===== config.mk =====
export PLATFORM = sky130hd
export DESIGN_NAME = s1_serial_tx_flat
export DESIGN_NICKNAME = d
export VERILOG_FILES = /design/src/rtl/s1_serial_tx_if.sv /design/src/rtl/s1_serial_tx.sv /design/src/flat_wrapper.sv
export SDC_FILE = /design/constraint.sdc
export NUM_CORES = 1
export LEC_CHECK = 0
export BUFFER_PORTS_ARGS = -buffer_cell sky130_fd_sc_hd__buf_4
export CAP_MARGIN = 30
export CORE_MARGIN = 3
export CORE_UTILIZATION = 55
export CTS_CLUSTER_DIAMETER = 40
export DETAILED_ROUTE_END_ITERATION = 16
export PLACE_DENSITY = 0.77
export SLEW_MARGIN = 25
export SYNTH_ARGS = -nofsm -noshare
export SYNTH_HDL_FRONTEND = slang
export SYNTH_SLANG_ARGS = --single-unit

===== constraint.sdc =====
create_clock -name clk -period 2.2 [get_ports clk]
set_clock_uncertainty 0.2 [all_clocks]
set_input_delay 0.55 -clock clk [delete_from_list [all_inputs] [get_ports clk]]
set_output_delay 0.55 -clock clk [all_outputs]
set_load 0.01 [all_outputs]

===== src/rtl/s1_serial_tx_if.sv =====
// s1_serial_tx_if -- bus bundle between the S1 serial transmitter and its
// surroundings: the RB1 register-bank read port and the serial frame link.
//
// Signals:
//   RB1_RW   RB1 read/write select, 1 = read
//   RB1_A    RB1 word address (3 bits)
//   RB1_Q    RB1 read data (18 bits), valid one cycle after RB1_A
//   sen      frame enable, active low
//   sd       serial data, MSB first while sen is low
//   S1_done  all frames sent
//
// Modports:
//   master   the transmitter (drives address, serial link and done)
//   slave    the environment (register bank and serial receiver)
interface s1_serial_tx_if;
    logic        RB1_RW;
    logic [2:0]  RB1_A;
    logic [17:0] RB1_Q;
    logic        sen;
    logic        sd;
    logic        S1_done;

    modport master (
        output RB1_RW,
        output RB1_A,
        input  RB1_Q,
        output sen,
        output sd,
        output S1_done
    );

    modport slave (
        input  RB1_RW,
        input  RB1_A,
        output RB1_Q,
        input  sen,
        input  sd,
        input  S1_done
    );
endinterface


===== src/rtl/s1_serial_tx.sv =====
// s1_serial_tx -- reads FRAME_NUM words from register bank RB1 and sends each
// one as a serial frame {address[2:0], data[17:0]}, MSB first, on sd while
// the active-low enable sen is held low. S1_done rises on the edge that ends
// the last frame and holds until reset.
//
// Ports:
//   clk   system clock, rising edge
//   rst   asynchronous, active-high reset
//   bus   s1_serial_tx_if.master: RB1_RW, RB1_A, RB1_Q, sen, sd, S1_done
//
// Parameters:
//   FRAME_NUM   number of frames sent, addresses 0..FRAME_NUM-1 (1..8)
//   GAP_CYCLES  extra sen-high idle cycles between frames (0..15)
//
// Optional feature (macro S1_PARITY_EN):
//   when defined, every frame carries a 22nd bit after data bit 0 holding
//   the even parity (XOR) of the 21 frame bits.
module s1_serial_tx #(
    parameter int FRAME_NUM  = 8,
    parameter int GAP_CYCLES = 1
) (
    input  logic            clk,
    input  logic            rst,
    s1_serial_tx_if.master  bus
);

`ifdef S1_PARITY_EN
    localparam int FRAME_BITS = 22;
`else
    localparam int FRAME_BITS = 21;
`endif
    // The frame MSB (idx[2]) goes straight to sd on leaving LOAD, so the
    // shift register only needs to hold the remaining bits.
    localparam int SHIFT_W = FRAME_BITS - 1;

    localparam logic [4:0] LAST_BIT = 5'(FRAME_BITS - 1);
    localparam logic [2:0] LAST_IDX = 3'(FRAME_NUM - 1);
    localparam logic [3:0] GAP_LAST = 4'(GAP_CYCLES - 1);

    typedef enum logic [2:0] {
        ST_READ  = 3'd0,
        ST_LOAD  = 3'd1,
        ST_SHIFT = 3'd2,
        ST_GAP   = 3'd3,
        ST_DONE  = 3'd4
    } state_t;

    state_t               state_r;
    logic [2:0]           idx_r;
    logic [SHIFT_W-1:0]   shift_r;
    logic [4:0]           bit_cnt_r;
    logic [3:0]           gap_cnt_r;
    logic                 rw_r;
    logic [2:0]           rb1_a_r;
    logic                 sen_r;
    logic                 sd_r;
    logic                 done_r;

`ifdef S1_PARITY_EN
    // Even parity over the 21 address+data bits of one frame.
    function automatic logic even_parity(input logic [20:0] frame);
        return ^frame;
    endfunction
`endif

    // Frame sequencer: reads one RB1 word per frame and serialises it.
    always_ff @(posedge clk or posedge rst) begin
        if (rst) begin
            state_r   <= ST_READ;
            idx_r     <= 3'd0;
            shift_r   <= '0;
            bit_cnt_r <= 5'd0;
            gap_cnt_r <= 4'd0;
            rw_r      <= 1'b1;
            rb1_a_r   <= 3'd0;
            sen_r     <= 1'b1;
            sd_r      <= 1'b0;
            done_r    <= 1'b0;
        end else begin
            rw_r <= 1'b1;
            case (state_r)
                ST_READ: begin
                    rb1_a_r <= idx_r;
                    sen_r   <= 1'b1;
                    sd_r    <= 1'b0;
                    state_r <= ST_LOAD;
                end
                ST_LOAD: begin
                    // RB1_Q is valid only in this cycle; capture it whole.
`ifdef S1_PARITY_EN
                    shift_r <= {idx_r[1:0], bus.RB1_Q,
                                even_parity({idx_r, bus.RB1_Q})};
`else
                    shift_r <= {idx_r[1:0], bus.RB1_Q};
`endif
                    sen_r     <= 1'b0;
                    sd_r      <= idx_r[2];
                    bit_cnt_r <= 5'd0;
                    state_r   <= ST_SHIFT;
                end
                ST_SHIFT: begin
                    if (bit_cnt_r == LAST_BIT) begin
                        sen_r <= 1'b1;
                        sd_r  <= 1'b0;
                        if (idx_r == LAST_IDX) begin
                            done_r  <= 1'b1;
                            state_r <= ST_DONE;
                        end else begin
                            // Address advances now so it is stable through
                            // GAP and READ.
                            idx_r     <= idx_r + 3'd1;
                            rb1_a_r   <= idx_r + 3'd1;
                            gap_cnt_r <= 4'd0;
                            if (GAP_CYCLES == 0) begin
                                state_r <= ST_READ;
                            end else begin
                                state_r <= ST_GAP;
                            end
                        end
                    end else begin
                        bit_cnt_r <= bit_cnt_r + 5'd1;
                        sd_r      <= shift_r[SHIFT_W-1];
                        shift_r   <= {shift_r[SHIFT_W-2:0], 1'b0};
                    end
                end
                ST_GAP: begin
                    sen_r <= 1'b1;
                    sd_r  <= 1'b0;
                    if (gap_cnt_r == GAP_LAST) begin
                        state_r <= ST_READ;
                    end else begin
                        gap_cnt_r <= gap_cnt_r + 4'd1;
                    end
                end
                ST_DONE: begin
                    sen_r  <= 1'b1;
                    sd_r   <= 1'b0;
                    done_r <= 1'b1;
                end
                default: begin
                    state_r <= ST_READ;
                    sen_r   <= 1'b1;
                    sd_r    <= 1'b0;
                end
            endcase
        end
    end

    assign bus.RB1_RW  = rw_r;
    assign bus.RB1_A   = rb1_a_r;
    assign bus.sen     = sen_r;
    assign bus.sd      = sd_r;
    assign bus.S1_done = done_r;

endmodule


===== src/flat_wrapper.sv =====
// flat-port wrapper written by rule: the top's interface ports become plain ports
module s1_serial_tx_flat 
#(
    parameter int FRAME_NUM  = 8,
    parameter int GAP_CYCLES = 1
)
  (clk, rst, bus_RB1_RW, bus_RB1_A, bus_RB1_Q, bus_sen, bus_sd, bus_S1_done);
  s1_serial_tx_if bus_i ();
  input  logic clk;
  input  logic rst;
  output wire logic [$bits(bus_i.RB1_RW)-1:0] bus_RB1_RW;
  output wire logic [$bits(bus_i.RB1_A)-1:0] bus_RB1_A;
  input wire logic [$bits(bus_i.RB1_Q)-1:0] bus_RB1_Q;
  output wire logic [$bits(bus_i.sen)-1:0] bus_sen;
  output wire logic [$bits(bus_i.sd)-1:0] bus_sd;
  output wire logic [$bits(bus_i.S1_done)-1:0] bus_S1_done;
  assign bus_RB1_RW = bus_i.RB1_RW;
  assign bus_RB1_A = bus_i.RB1_A;
  assign bus_i.RB1_Q = bus_RB1_Q;
  assign bus_sen = bus_i.sen;
  assign bus_sd = bus_i.sd;
  assign bus_S1_done = bus_i.S1_done;
  s1_serial_tx #(.FRAME_NUM(FRAME_NUM), .GAP_CYCLES(GAP_CYCLES)) u_core (.clk(clk), .rst(rst), .bus(bus_i));
endmodule

# After elaboration in Yosys (flattened, before gate mapping)
# Index checks and enable logic that the tools add are counted.
# Widths: inputs -> output; s select.
# totals
regBits	41
latchBits	0
mem_bits_rw	0
romBits	0
inputBits	20
output_inout_bits	7
elab_cells	60
n_memories	0
# classes
n_addsub	3
multipliers	0
div_mod_pow	0
order_cmp	0
eq_ne	12
shifts	0
mux	22
bitwise_logic	2
n_reduce_logical	12
# ops
cell	n
$pmux 20 s2	1
$mux 20	1
$mux 3	5
$pmux 3 s5	1
$mux 4	3
$reduce_and 3->1	4
$pmux 5 s2	1
$pmux 4 s2	1
$reduce_bool 2->1	4
$eq 3x2->1 const B	2
$eq 3x3->1 const B	2
$ne 2x1->1 const B	3
$ne 2x2->1 const B	3
$pmux 1 s2	3
$pmux 3 s2	1
$add 5x1->5 const B	1
$eq 5x5->1 const B	1
$mux 5	1
$add 4x1->4 const B	1
$logic_not 4->1	1
$mux 1	4
$reduce_and 4->1	1
$add 3x1->3 const B	1
$eq 3x1->1 const B	1
other kinds (3)	4

# Logic depth before layout (Yosys ltp)
# Gate-level depths: netlist of run 1.
# logic_depth
word_depth	4
ltp_mapped	7
depth_no_buf	6

# Worst setup path before layout of run 1
# Ideal clock, no wire load.
# synth_timing
path_type	reg-to-reg
from	reg u_core.idx_r[0]
to	reg u_core.gap_cnt_r[1]
setup_time_ns	0.127
t_arrival_ns	1.576
required_ns	1.873
slack_ns	0.296
path_stages_with_launch	6
n_path_buf	0
period_less_slack_ns	1.904
path_cell_list	dfrtp_1 -> ha_1 -> ha_1 -> nor3_4 -> nand2b_1 -> mux2_1
# synth_via
elab_chain_len	3
# synth_rtl
element	line_no	text
from (decl)	s1_serial_tx.sv:49	logic [2:0] idx_r;
from (signal assigned)	s1_serial_tx.sv:111	idx_r <= idx_r + 3'd1;
$eq 3x3->1	s1_serial_tx.sv:105	if (idx_r == LAST_IDX) begin
$ne 2x2->1 (no line)	--	
$reduce_and 4->1 (no line)	--	
to (signal assigned)	s1_serial_tx.sv:132	gap_cnt_r <= gap_cnt_r + 4'd1;
to (decl)	s1_serial_tx.sv:52	logic [3:0] gap_cnt_r;
# Every way passes these cells.
# A chain may end at the register's enable or synchronous reset.

# Final worst setup path of run 1
# Same ends and word-level chain as after synthesis.

==> impl_metrics.yaml, run 1 <==
run_status:
  outcome: "finished, final reports clean"
synth:
  synth.yosys.seq_area_share: 0.531
  yosys-top-cells-area: "dfrtp_1 52%, o22ai_1 6.1%, a21oi_1 5.7%"
  syn_area_per_cell_um2: 9.91
  synth_nets: 221
  synth_area_leader_cell: "dfrtp_1"
  synthCells: 195
  synthMuxAreaShare: 0.0447
  synth_cell_types: 36
  yosysMostFrequentCell: "dfrtp_1"
  async_reset_ff_frac: 1.00
  synth-seq-cells: 41
  yosys_most_used_dff: "dfrtp_1"
  yosys.area_share.adder: 0.0388
  yosys_warnings: 0
  synth_compound_area_frac: 0.152
  synthSimpleGateAreaFrac: 0.145
  synth-edff-count: 0
  netlist_top_cells_count: "40 x dfrtp_1, 26 x inv_1, 22 x a21oi_1, 19 x nand2_1, 19 x o22ai_1"
  synth_area_um2: 1930
  synth_xor_area_frac: 0.00906
  synth_top_cell_area_share: 0.518
  synth_top_family_by_area: "compound AO/OA/AOI/OAI gates"
clock_network:
  cts_root_buffer: "clkbuf_4"
  cts.sinks: 41
  cts_resized: 0
  cts_tree: "done"
  post_cts_buffers: 0
  numCtsBuffers: 5
  path_clk_slew_ns: 0.12
  clockBufferDepth: 2
  clk_latency_ns: 0.35
  h-tree-depth: 2
  ctsHoldBuffers: 0
detailed_routing:
  drtPass1Iterations: 4
  first_iter_violations: 54
  vias_per_cell: 5.52
  ant_nets: 0
  routed_wl_um: 3690
  drc: 0
  via_count: 1485
  wl_per_cell_um: 13.7
pwr:
  pwr-share-seq: 0.625
  swShare: 0.219
  comb_power_share: 0.049
  clkPwrFrac: 0.326
  p_switching_mw: 0.264
  irDropWorstVdd_mv: 0.370
  powerDensity_nw_per_um2: 542
  p_leak_nw: 1.05
  p_int_mw: 0.944
die:
  rows: 20
  start_util: 0.604
  fp.dieArea_um2: 4260
  io_pins: 27
  die_y_um: 65.3
  die_x_um: 65.3
  core_um2: 3200
setup_path:
  critPathCapture: "u_core.gap_cnt_r[1]"
  cp.required_ns: 2.24
  critical_path_arrival_ns: 2.12
  reg2regPathDepth: 5
  cp_max_fo: 6
  cp-end-kind: "flip-flop"
  worstSetupPathType: "reg -> reg"
  r2r-start: "u_core.idx_r[0]"
  crit_start: "u_core.idx_r[0]"
  r2r_slack_ns: 0.12
  reg2reg_to: "u_core.gap_cnt_r[1]"
  critPathLaunchType: "flip-flop"
global_routing:
  grt.overflow.total: 0
  antenna_found_initial: 0
  grt_pass1_vias: 1459
  grt_pass1_wl_um: 6480
  met1_usage: 0.241
  grt.total_usage: 0.202
  grt_max_degree: 42
  gr-usage-met3: 0.0547
  use_met2: 0.338
  top_usage_layer: "met2"
final_layout:
  drive_above_1_share: 0.209
  antenna_cells: 0
  stdcell_area_um2: 2230
  syn_to_final_growth_pct: 15.3
  finalNetCount: 250
sta:
  setup_viol: 0
  rsz0062_at_grt: "no"
  slew_violations: 0
  finalHoldViolations: 0
  worst_slew_pin_slew_ns: 0.508
  period_share: 0.944
  period_minus_slack_ns: 2.08
  clock.fmax_mhz: 481
  final.setup.tns_ns: 0
  max-slew-margin-rel: 0.661
place:
  place_area_um2: 2170
  post-dp-hpwl_um: 2580
  numPortBuffers: 25
  gp_congestion: 0.860
run:
  maxCapViolCount: 0
min_path:
  hp-class: "in -> async"
logic make-up (layout without fill, tap and decap cells):
group                    Yosys count  in the layout
AO/OA/AOI/OAI                     52             52
XOR/XNOR                           2              2
adder cells (fa/ha/maj)            6              6
buffers and inverters             35             65
flip-flops                        41             41
multiplexers                       8              8
other                              1              1
AND/OR/NAND/NOR                   50             50
critical path, stage by stage, from the launching register on:
cell,delay (ns)
dfrtp_1,0.46
ha_1,0.22
ha_1,0.25
nor3_4,0.33
nand2b_1,0.20
mux2_1,0.32
per-layer routing:
layer | wire [um] | vias up
met5 | 0 | -
met3 | 164 | 5
met1 | 1670 | 719
met4 | 63 | 0
met2 | 1800 | 36
li1 | - | 725
power groups by stage:
| stage | registers, mW | logic [mW] | clock network, mW |
|---|---|---|---|
| final | 0.755 | 0.0590 | 0.394 |
| after global routing | 0.756 | 0.0685 | 0.442 |
| after CTS | 0.755 | 0.0607 | 0.412 |
| after detailed placement | 0.770 | 0.0608 | 0 |
| after global placement | 0.770 | 0.0580 | 0 |
| after floorplan | 0.770 | 0.0280 | 0 |
area by class of cell:
cell class	instances	area [um^2]
Fill cell	263	975
Tap cell	44	55.1
Clock buffer	8	58.8
Multi-Input combinational cell	119	757
Inverter	26	97.6
Timing Repair Buffer	31	233
Sequential cell	41	1030
sequential cells by signal, summed over array words and instances (netlist names):
signal,flops
u_core.bit_cnt_r,5
u_core.bus.RB1_A,3
u_core.bus.S1_done,1
u_core.bus.sd,1
u_core.bus.sen,1
u_core.gap_cnt_r,4
u_core.idx_r,3
u_core.shift_r,20
u_core.state_r,3
cell usage in the layout, fill, tap and decap left out, drive strengths merged, types with 2 or more instances in the layout:
master  instances
ha              6
mux2i           3
nor2            7
clkbuf          8
o21ai           7
inv            26
xor2            2
nand3           8
buf            31
nand2b          2
nor3b           2
a21o            2
a21oi          22
mux2            5
o22ai          19
nand2          19
nor3            2
dfrtp          40
nand4b          3
metrics by stage:
stage	total power [mW]	hold WS (ns)	std cells	util	setup WS, ns
after floorplan	0.798	0.267	195	-	0.296
after global placement	0.828	0.256	261	0.677	0.234
after detailed placement	0.831	0.265	261	0.677	0.149
after CTS	1.23	0.119	269	0.696	0.122
after global routing	1.27	0.153	269	0.696	0.0524
final	1.21	0.117	269	0.696	0.123
how the worst min path moves through the flow:
| stage | slack (ns) | end | from | cells after the start |
|---|---|---|---|---|
| after floorplan | 0.27 | u_core.shift_r[0] | u_core.shift_r[0] | 2 |
| final | 0.12 | u_core.bus.RB1_A[0] | rst | 3 |
| after detailed placement | 0.26 | u_core.bus.S1_done | u_core.bus.S1_done | 1 |
| after global routing | 0.15 | u_core.gap_cnt_r[2] | rst | 3 |
| after CTS | 0.12 | u_core.shift_r[12] | rst | 3 |
| after global placement | 0.26 | u_core.bus.S1_done | u_core.bus.S1_done | 1 |
(Power assumes the default switching activity.)
==> inputs of run 2 (changes only) <==
Settings changed: CTS_BUF_LIST from default to sky130_fd_sc_hd__clkbuf_16, MAX_ROUTING_LAYER from default to met4.
==> run 2 against run 1 <==
Compared with the run above:
- clock power rose by 72%
- critical endpoint unchanged
- setup slack got worse by 0.050 ns
- clock-buffer cell count fell by 3
- largest cell class unchanged
- sequential cell count did not move
- total power rose by 24%
==> impl_metrics.yaml, run 2 (synthesized netlist as in run 1, its figures left out) <==
run_status:
  outcome: "finished, final reports clean"
clock_network:
  ctsHoldBuffers: 0
  path_clk_slew_ns: 0.06
  cts_tree: "done"
  cts_root_buffer: "clkbuf_16"
  h-tree-depth: 2
  numCtsBuffers: 5
  post_cts_buffers: 0
  cts.sinks: 41
  clockBufferDepth: 2
  cts_resized: 0
  clk_latency_ns: 0.28
die:
  die_y_um: 65.3
  start_util: 0.604
  die_x_um: 65.3
  rows: 20
  io_pins: 27
  core_um2: 3200
  fp.dieArea_um2: 4260
global_routing:
  grt.overflow.total: 0
  grt_pass1_vias: 1510
  grt_max_degree: 42
  grt_pass1_wl_um: 6760
  grt.total_usage: 0.215
  antenna_found_initial: 0
place:
  gp_congestion: 0.874
  post-dp-hpwl_um: 2580
  numPortBuffers: 25
sta:
  fin_hold_ws_ns: 0.202
  slew_violations: 0
  setup_viol: 0
  final.setup.tns_ns: 0
  clock.fmax_mhz: 470
  finalHoldViolations: 0
  worst_slew_pin_slew_ns: 0.509
  max-slew-margin-rel: 0.659
  rsz0062_at_grt: "no"
  period_share: 0.967
  period_minus_slack_ns: 2.13
final_layout:
  top_regs: "u_core.shift_r x20, u_core.bit_cnt_r x5, u_core.gap_cnt_r x4"
  multi_input_comb_area_um2: 757
  final_common_cell: "dfrtp_1"
  antenna_cells: 0
  syn_to_final_growth_pct: 19.3
  drive_above_1_share: 0.204
  final.fill_count: 249
  seqCellArea_um2: 1030
  top_register: "u_core.shift_r"
  fin_util: 0.720
  finalNetCount: 250
  final_cell_mix: "40 x dfrtp_1, 31 x buf_4, 28 x inv_1"
  largest_reg_flops: 20
detailed_routing:
  via_count: 1501
  drc: 0
  vias_per_cell: 5.58
  first_iter_violations: 73
  ant_nets: 0
  routed_wl_um: 3870
  drtPass1Iterations: 4
  wl_per_cell_um: 14.4
setup_path:
  critical_path_arrival_ns: 2.09
  cp-end-kind: "flip-flop"
  crit_path_frequent_cell: "ha_1"
  reg2regPathDepth: 5
  critPathLaunchType: "flip-flop"
  max_stage_delay_ns: 0.44
  r2r-start: "u_core.idx_r[0]"
  r2r_slack_ns: 0.07
  worstPathCellList: "ha_1, ha_1, nor3_4, nand2b_1, mux2_1"
  crit_buf_inv: 0
  reg2reg_to: "u_core.gap_cnt_r[1]"
  cp.required_ns: 2.16
  cp_top_family: "simple AND/OR/NAND/NOR gates"
  crit_slowest_cell: "dfrtp_1"
  cp_max_fo: 6
  worstSetupPathType: "reg -> reg"
pwr:
  pwr-share-seq: 0.506
  comb_power_share: 0.040
  p_leak_nw: 1.09
  p_int_mw: 1.20
  powerDensity_nw_per_um2: 648
  swShare: 0.200
  p_switching_mw: 0.299
  clkPwrFrac: 0.454
  irDropWorstVdd_mv: 0.628
  total_power_mw: 1.49
min_path:
  hp-class: "in -> async"
run:
  maxCapViolCount: 0
==> run 2: power groups by stage <==
stage                     combinational (mW)  sequential [mW]  clock (mW)
after global routing                  0.0688            0.756       0.733
after CTS                             0.0610            0.756       0.694
final                                 0.0592            0.757       0.679
after floorplan                       0.0280            0.770           0
after detailed placement              0.0608            0.770           0
after global placement                0.0580            0.770           0
==> run 2: metrics by stage <==
stage	area, um^2	cells	worst slack [ns]
detailed placement	2170	261	0.149
floorplan	1930	195	0.296
global placement	2170	261	0.234
finish	2310	269	0.0734
global route	2310	269	0.00417
CTS	2310	269	0.0913
==> run 2: worst max path at each step <==
stage,slack (ns),start,to,cells after the start
final,0.07,u_core.idx_r[0],u_core.gap_cnt_r[1],5
after global routing,0.004,u_core.idx_r[0],u_core.gap_cnt_r[1],5
after detailed placement,0.15,u_core.idx_r[0],u_core.gap_cnt_r[1],5
after global placement,0.23,u_core.idx_r[0],u_core.gap_cnt_r[1],5
after floorplan,0.30,u_core.idx_r[0],u_core.gap_cnt_r[1],5
after CTS,0.09,u_core.idx_r[0],u_core.gap_cnt_r[1],5
==> run 2: layer usage <==
layer  up-vias  global-route usage  part of all wire
li1        726                   -                 -
met1       724               0.255              0.44
met2        43               0.351              0.50
met3         8              0.0581             0.050
met4         0              0.0855             0.018
met5         -                   -                 0
==> run 2: layout make-up <==
class	instances	share of cell area
flip-flops and latches	41	0.445
multi-input cells	119	0.328
repair buffers	31	0.101
clock buffers	5	0.0543
inverters	26	0.0423
well taps	44	0.0239
clock inverters	3	0.00488
==> run 2: worst register-to-register path, delay by kind of cell (launching register included) <==
| kind | cells | cell delay, ns |
|---|---|---|
| flops | 1 | 0.44 |
| simple gates | 2 | 0.53 |
| fa+ha+maj | 2 | 0.49 |
| mux | 1 | 0.34 |
==> inputs of run 3 (changes only) <==
Settings changed: CORE_ASPECT_RATIO from default to 1.25.
==> run 3 against run 2 <==
Compared with the run above:
- fmax up 1.5%
- first-iteration DRC count down 23%
- core utilization down 1.5 points
==> impl_metrics.yaml, run 3 (synthesized netlist as in run 1, its figures left out) <==
sta:
  final.setup.tns_ns: 0
  rsz0062_at_grt: "no"
  slew_violations: 0
  worst_slew_pin_slew_ns: 0.506
  finalHoldViolations: 0
  setup_viol: 0
  fin_hold_ws_ns: 0.185
  clock.fmax_mhz: 478
  period_share: 0.952
  max-slew-margin-rel: 0.663
  period_minus_slack_ns: 2.09
  setup_ws_ns: 0.106
detailed_routing:
  ant_nets: 0
  dr_wl_met3_um: 131
  first_iter_violations: 56
  wl_met2_um: 2080
  drc: 0
  highest_layer: "met4"
  vias_per_cell: 5.66
  drtPass1Iterations: 4
  via_count: 1489
  routed_wl_um: 3740
  wl_per_cell_um: 14.2
  wl_met1_um: 1480
setup_path:
  cp_max_fo: 6
  reg2regPathDepth: 5
  r2r-start: "u_core.idx_r[0]"
  cp.required_ns: 2.16
  critical_path_arrival_ns: 2.05
  worstSetupPathType: "reg -> reg"
  cp-end-kind: "flip-flop"
  r2r_slack_ns: 0.11
  critPathLaunchType: "flip-flop"
  reg2reg_to: "u_core.gap_cnt_r[1]"
final_layout:
  top_register: "u_core.shift_r"
  antenna_cells: 0
  final_cell_mix: "40 x dfrtp_1, 32 x buf_4, 26 x inv_1"
  largest_reg_flops: 20
  final.fill_count: 247
  drive_above_1_share: 0.221
  multi_input_comb_area_um2: 757
  final_common_cell: "dfrtp_1"
  seqCellArea_um2: 1030
  finalNetCount: 251
  syn_to_final_growth_pct: 19.5
  top_regs: "u_core.shift_r x20, u_core.bit_cnt_r x5, u_core.gap_cnt_r x4"
global_routing:
  grt.total_usage: 0.205
  antenna_found_initial: 0
  grt_max_degree: 42
  grt_pass1_vias: 1564
  grt.overflow.total: 0
  grt_pass1_wl_um: 6530
run:
  maxCapViolCount: 0
die:
  start_util: 0.589
  die_y_um: 72.3
  die_x_um: 59.0
  rows: 23
  core_um2: 3280
  io_pins: 27
  fp.dieArea_um2: 4270
clock_network:
  post_cts_buffers: 0
  cts_tree: "done"
  h-tree-depth: 2
  clockBufferDepth: 2
  path_clk_slew_ns: 0.06
  cts.sinks: 41
  numCtsBuffers: 5
  cts_root_buffer: "clkbuf_16"
  clk_latency_ns: 0.28
  ctsHoldBuffers: 0
  cts_resized: 0
pwr:
  p_int_mw: 1.20
  irDropWorstVdd_mv: 0.682
  clkPwrFrac: 0.461
  total_power_mw: 1.51
  comb_power_share: 0.039
  pwr-share-seq: 0.500
  swShare: 0.204
  p_leak_nw: 1.09
  p_switching_mw: 0.309
  powerDensity_nw_per_um2: 654
place:
  gp_congestion: 0.882
  numPortBuffers: 25
  post-dp-hpwl_um: 2650
  pre_cts_slack_ns: 0.0907
run_status:
  outcome: "finished, final reports clean"
min_path:
  hp-class: "in -> async"
run 3: cell types whose count changed in the layout (fill, tap and decap cells not counted):
cell / before / now
buf_4: 31 / 32
clkinv_1: 1 / 0
clkinvlp_4: 0 / 1
inv_1: 28 / 26
clkinv_2: 0 / 2
run 3: final cells by class:
class,instances,area share
well taps,37,0.0200
inverters,26,0.0422
multi-input cells,119,0.328
flip-flops and latches,41,0.445
clock inverters,3,0.00758
repair buffers,32,0.104
clock buffers,5,0.0541
run 3: worst max-delay path: stages (launching register included):
cell and delay [ns]:
dfrtp_1 0.44, ha_1 0.23, ha_1 0.25, nor3_4 0.34
nand2b_1 0.18, mux2_1 0.33
run 3: worst max path at each step:
stage,slack (ns),start,endpoint
floorplan,0.30,u_core.idx_r[0],u_core.gap_cnt_r[1]
global placement,0.23,u_core.idx_r[0],u_core.gap_cnt_r[1]
detailed placement,0.09,u_core.idx_r[0],u_core.gap_cnt_r[1]
CTS,0.09,u_core.idx_r[0],u_core.gap_cnt_r[1]
global route,0.01,u_core.idx_r[0],u_core.gap_cnt_r[1]
finish,0.11,u_core.idx_r[0],u_core.gap_cnt_r[1]
run 3: power groups by stage:
stage | Clock, mW | Sequential (mW) | Combinational (mW)
2_1_floorplan | 0 | 0.770 | 0.0280
3_3_place_gp | 0 | 0.770 | 0.0577
3_5_place_dp | 0 | 0.770 | 0.0601
4_1_cts | 0.712 | 0.756 | 0.0602
5_1_grt | 0.741 | 0.756 | 0.0672
6_report | 0.697 | 0.756 | 0.0585
run 3: stage by stage:
stage	utilization	std cells	area, um^2
final	0.704	263	2310
after global routing	0.704	263	2310
after CTS	0.704	263	2310
after detailed placement	0.661	255	2170
after global placement	0.661	255	2170
after floorplan	-	195	1930
run 3: routing by layer:
| metal | vias up | global-route usage |
|---|---|---|
| met5 | - | - |
| met2 | 28 | 0.370 |
| met4 | 0 | 0.0705 |
| met1 | 724 | 0.213 |
| li1 | 729 | - |
| met3 | 8 | 0.0480 |
